## src/rtl/muldiv_unit.sv

```systemverilog
// rtl/muldiv_unit.sv - iterative signed/unsigned multiply/divide engine producing HI/LO
module muldiv_unit #(
    parameter int WIDTH = 32,
    parameter int CNT_W = $clog2(WIDTH) + 1
) (
    input  logic             clk,
    input  logic             rst,
    input  logic             start_i,
    input  logic             op_div_i,
    input  logic             signed_i,
    input  logic [WIDTH-1:0] a_i,
    input  logic [WIDTH-1:0] b_i,
    input  logic             cancel_i,
    output logic             busy_o,
    output logic             done_o,
    output logic [WIDTH-1:0] hi_o,
    output logic [WIDTH-1:0] lo_o,
    output logic             divzero_o
);

    typedef enum logic [1:0] {IDLE, MUL, DIV, DONE} state_t;

    state_t             state, nextState;
    logic [CNT_W-1:0]   cnt;
    logic [WIDTH-1:0]   accHi, accLo, opB, aRaw;
    logic               negQ, negR;
    logic [WIDTH-1:0]   hiReg, loReg;
    logic               divzeroReg;

    logic               accept, lastIter, divByZero;
    logic [WIDTH-1:0]   aMag, bMag, mulAddend;
    logic [WIDTH:0]     mulSum, divShift, divTrial;
    logic [WIDTH-1:0]   mulHi, mulLo, divHi, divLo;
    logic [2*WIDTH-1:0] prodFix;
    logic [WIDTH-1:0]   quoFix, remFix;

    assign accept    = (state == IDLE) && start_i && !cancel_i;
    assign lastIter  = (cnt == CNT_W'(WIDTH - 1));
    assign divByZero = (state == DIV) && (opB == '0);

    assign hi_o      = hiReg;
    assign lo_o      = loReg;
    assign divzero_o = divzeroReg;

    // Operand magnitudes and one iteration of each algorithm, plus the final sign fix
    always_comb begin
        aMag      = (signed_i && a_i[WIDTH-1]) ? -a_i : a_i;
        bMag      = (signed_i && b_i[WIDTH-1]) ? -b_i : b_i;

        // shift-add: add multiplicand into the upper half, shift the pair right
        mulAddend = accLo[0] ? opB : '0;
        mulSum    = {1'b0, accHi} + {1'b0, mulAddend};
        mulHi     = mulSum[WIDTH:1];
        mulLo     = {mulSum[0], accLo[WIDTH-1:1]};

        // restoring divide: accHi is the partial remainder, accLo shifts dividend out / quotient in
        divShift  = {accHi, accLo[WIDTH-1]};
        divTrial  = divShift - {1'b0, opB};
        divHi     = divTrial[WIDTH] ? divShift[WIDTH-1:0] : divTrial[WIDTH-1:0];
        divLo     = {accLo[WIDTH-2:0], ~divTrial[WIDTH]};

        prodFix   = negQ ? -{mulHi, mulLo} : {mulHi, mulLo};
        quoFix    = negQ ? -divLo : divLo;
        remFix    = negR ? -divHi : divHi;
    end

    // State register
    always_ff @(posedge clk or negedge rst) begin
        if (!rst) state <= IDLE;
        else      state <= nextState;
    end

    // Next-state logic; cancel always returns to IDLE without a done pulse
    always_comb begin
        nextState = state;
        case (state)
            IDLE: if (accept) nextState = op_div_i ? DIV : MUL;
            MUL:  if (cancel_i) nextState = IDLE;
                  else if (lastIter) nextState = DONE;
            DIV:  if (cancel_i) nextState = IDLE;
                  else if (divByZero || lastIter) nextState = DONE;
            DONE: nextState = IDLE;
            default: nextState = IDLE;
        endcase
    end

    // Outputs decoded from the state register only, so they carry no input timing
    always_comb begin
        busy_o = (state == MUL) || (state == DIV);
        done_o = (state == DONE);
    end

    // Working registers: load on accept, iterate while busy
    always_ff @(posedge clk or negedge rst) begin
        if (!rst) begin
            cnt   <= '0;
            accHi <= '0;
            accLo <= '0;
            opB   <= '0;
            aRaw  <= '0;
            negQ  <= 1'b0;
            negR  <= 1'b0;
        end else if (accept) begin
            cnt   <= '0;
            accHi <= '0;
            accLo <= aMag;
            opB   <= bMag;
            aRaw  <= a_i;
            negQ  <= signed_i && (a_i[WIDTH-1] ^ b_i[WIDTH-1]);
            negR  <= signed_i && a_i[WIDTH-1];
        end else if ((state == MUL || state == DIV) && !cancel_i) begin
            cnt   <= cnt + CNT_W'(1);
            accHi <= (state == DIV) ? divHi : mulHi;
            accLo <= (state == DIV) ? divLo : mulLo;
        end
    end

    // Result registers: updated only by a completed operation, held across cancel
    always_ff @(posedge clk or negedge rst) begin
        if (!rst) begin
            hiReg      <= '0;
            loReg      <= '0;
            divzeroReg <= 1'b0;
        end else if (accept) begin
            divzeroReg <= 1'b0;
        end else if (!cancel_i) begin
            if (divByZero) begin
                hiReg      <= aRaw;
                loReg      <= '1;
                divzeroReg <= 1'b1;
            end else if (state == MUL && lastIter) begin
                {hiReg, loReg} <= prodFix;
            end else if (state == DIV && lastIter) begin
                hiReg <= remFix;
                loReg <= quoFix;
            end
        end
    end

endmodule

```

## config.mk

```make
export PLATFORM = sky130hd
export DESIGN_NAME = muldiv_unit
export DESIGN_NICKNAME = d
export VERILOG_FILES = /design/src/rtl/muldiv_unit.sv
export SDC_FILE = /design/constraint.sdc
export NUM_CORES = 1
export LEC_CHECK = 0
export CAP_MARGIN = 20
export CORE_AREA = 3 3 179 181
export DETAILED_ROUTE_END_ITERATION = 10
export DIE_AREA = 0 0 182 184
export PLACE_DENSITY = 0.81
export SYNTH_ARGS = -nofsm -noshare
export SYNTH_HDL_FRONTEND = slang
export SYNTH_SLANG_ARGS = --single-unit
export TNS_END_PERCENT = 5
```

## constraint.sdc

```tcl
create_clock -name clk -period 6 [get_ports clk]
set_input_delay 1.2 -clock clk [delete_from_list [all_inputs] [get_ports clk]]
set_output_delay 1.2 -clock clk [all_outputs]
set_load 0.01 [all_outputs]
```

==> flow_summary.ini <==
[floorplan]
chipWidth_um = 182
die_h_um = 184
start_util_pct = 59.56
rows = 64
dieArea_um2 = 33490
core_area_um2 = 30590
ios = 137

[routing]
routedWlPerCell_um = 23.26
firstDrtPassIters = 6
vias = 19182
ant_nets = 0
wl_um = 65850
viasPerCell = 6.776
drcViolationCount = 0
dr.first_iter.drc_count = 2505

[synthesis]
synth.distinct_cells = 104
yosys.area.top_type_share_pct = 27.88
syn-num-nets = 2522
synth_area_leader_cell = dfrtp_1
synth_edf_count = 0
syn_area_per_cell_um2 = 7.671
synthCells = 2375
ys_seq_area_share_pct = 27.88
ys_dominant_reg_cell = dfrtp_1
async_flop_share_pct = 100.0
netlist_area_um2 = 18220
synth-warning-count = 0
synth_area_leaders = dfrtp_1 28%, nand2_1 6.7%, a21oi_1 6.3%, xnor2_1 6.2%, o21ai_0 5.5%
synth_seq_cells = 203

[final_layout]
final_nets = 2564
fillers = 2599
diodes = 0
final_layout_size_suffix_gt1_share_pct = 6.283
syn_to_final_growth_pct = 13.49
final_cell_mix = 323 x nand2_1, 239 x nor2_1, 228 x a21oi_1
mostFrequentLayoutCell = nand2_1

[power_and_ir_drop]
p_leak_nw = 8.774
ir_drop_mv = 0.5204
power.total_mw = 12.84
powerDensity_nw_per_um2 = 620.9

[global_route]
track_usage_pct = 38.18
grt_pass1_wl_um = 102200
antenna_found_initial = 0
first_global_vias = 18078
grt_overflow = 0
grt_max_degree = 108

[placement]
hpwlAfterDp_um = 49240
place.gp.congestion = 0.9861
io_buffer_count = 136

[worst_setup_path]
critPathRequiredTime_ps = 6480
crit_type = flip-flop to flip-flop
path_buf_inv = 2
worstPathArrival_ps = 6110
critical-path-top-delay-family = compound AO/OA/AOI/OAI gates
critPathLaunchType = flip-flop
cp_max_fo = 14
crit_chain = ha_1 > inv_1 > fa_1 > a211oi_2 > o211ai_2 > nand3_1 > a2111o_1 > a31o_2 > nand2_4 > o21ai_0 > ha_1 > o211ai_1 > a2111oi_2 > buf_4 > and3_1 > a31oi_1 > or2_2 > o41ai_1 > xnor2_1 > o211ai_1 > o21ai_2
slowest_delay_ps = 460
end_kind = flip-flop
slowest_stage = o41ai_1

[worst_hold_path]
hp-class = flip-flop to flip-flop

[sta]
whs_ps = 478.5
setup_violations = 0
worst_pin_slew_ps = 1177
slew-limit-headroom_pct = 21.56
finalCritPeriodShare_pct = 93.75
slew_viol_final = 0
fin_skew_ps = 12.55
hold_violations = 0
tns_ps = 0
fmax_mhz = 177.8
rsz0062_at_grt = false
period_needed_ps = 5625

[run]
drv_cap = 0

[cts]
clk_latency_ps = 550
clk_pin_slew_ps = 60
cts_sinks = 203
cts_root_buffer = clkbuf_16
cts_max_path_buffers = 3
post_cts_buffers = 0
cts_made_buffers = 25
htree_levels = 1
cts_tree = done

[status]
status = finished, final reports clean
## worst paths after layout
check / from / slack, ps / end / depth (start not counted)
max: opB[0] / 370 / hi_o[28] / 21
min: hi_o[1] / 480 / hi_o[1] / 2
max reg2reg: opB[0] / 370 / hi_o[28] / 21
min reg2reg: hi_o[1] / 480 / hi_o[1] / 2
max in group asynchronous: rst / 4200 / accHi[24] / 2
min in group asynchronous: rst / 760 / lo_o[16] / 1
## logic make-up (layout without fill, tap and decap cells)
logic type | Yosys count | count (layout) | synth area share, %
compound gates | 754 | 754 | 26.08
xor+xnor | 205 | 205 | 9.855
fa+ha+maj | 77 | 77 | 5.371
buf+inv | 227 | 287 | 4.993
flops | 203 | 203 | 27.88
mux | 73 | 73 | 4.114
simple gates | 836 | 836 | 21.71
## flip-flops by register name (all words and copies together), names as in the netlist
register,count
aRaw,32
accHi,32
accLo,32
cnt,6
divzero_o,1
hi_o,32
lo_o,32
negQ,1
negR,1
opB,32
state,2
## cell usage after synthesis, types with 53 or more instances
| library cell | number |
|---|---|
| a21oi_1 | 229 |
| nand2_1 | 324 |
| mux2i_1 | 67 |
| ha_1 | 75 |
| dfrtp_1 | 203 |
| inv_1 | 67 |
| nor2_1 | 241 |
| clkbuf_1 | 120 |
| xor2_1 | 75 |
| xnor2_1 | 130 |
| a211oi_1 | 53 |
| o21ai_0 | 200 |
## where the power goes
part	leakage [nW]	switching [mW]	internal, mW
Clock	0.438	0.642	1.02
Combinational	5.69	5.51	3.18
Sequential	2.65	0.706	1.78
## cell type report
| class | instances | area [µm²] | share of cell area, % |
|---|---|---|---|
| well taps | 396 | 495.5 | 2.396 |
| clock inverters | 13 | 207.7 | 1.004 |
| inverters | 69 | 261.5 | 1.265 |
| clock buffers | 32 | 681.9 | 3.298 |
| flip-flops and latches | 203 | 5081 | 24.57 |
| repair buffers | 173 | 1650 | 7.981 |
| multi-input cells | 1945 | 12300 | 59.48 |
## per-stage QoR
stage	utilization (%)	cell area, µm²	worst slack (ps)	std cells
2_1_floorplan	-	18220	624.8	2375
3_3_place_gp	64.61	19760	449.9	2783
3_5_place_dp	64.61	19760	388.1	2783
4_1_cts	67.52	20650	357.1	2828
5_1_grt	67.60	20680	61.27	2831
6_report	67.60	20680	375.0	2831
## per-layer routing
layer	up-vias	part of all wire, %	GRT usage, %
met5	-	0	0
met2	1143	45	60.14
li1	8636	-	-
met1	9211	40	52.47
met4	0	4.2	14.87
met3	192	11	6.985
## timing repair
| item | in CTS | in global routing |
|---|---|---|
| setup endpoints to repair | 0 | 3 |
| gates resized for setup | 0 | 2 |
| hold buffers | 0 | 0 |
## worst register-to-register path: cells and delay by family, from the launching register on
family	cells	cell delay [ps]
compound gates	11	2830
xor+xnor	1	170
fa+ha+maj	3	920
buf+inv	2	250
flops	1	430
simple gates	4	960
Power figures use the tool's default switching activity.
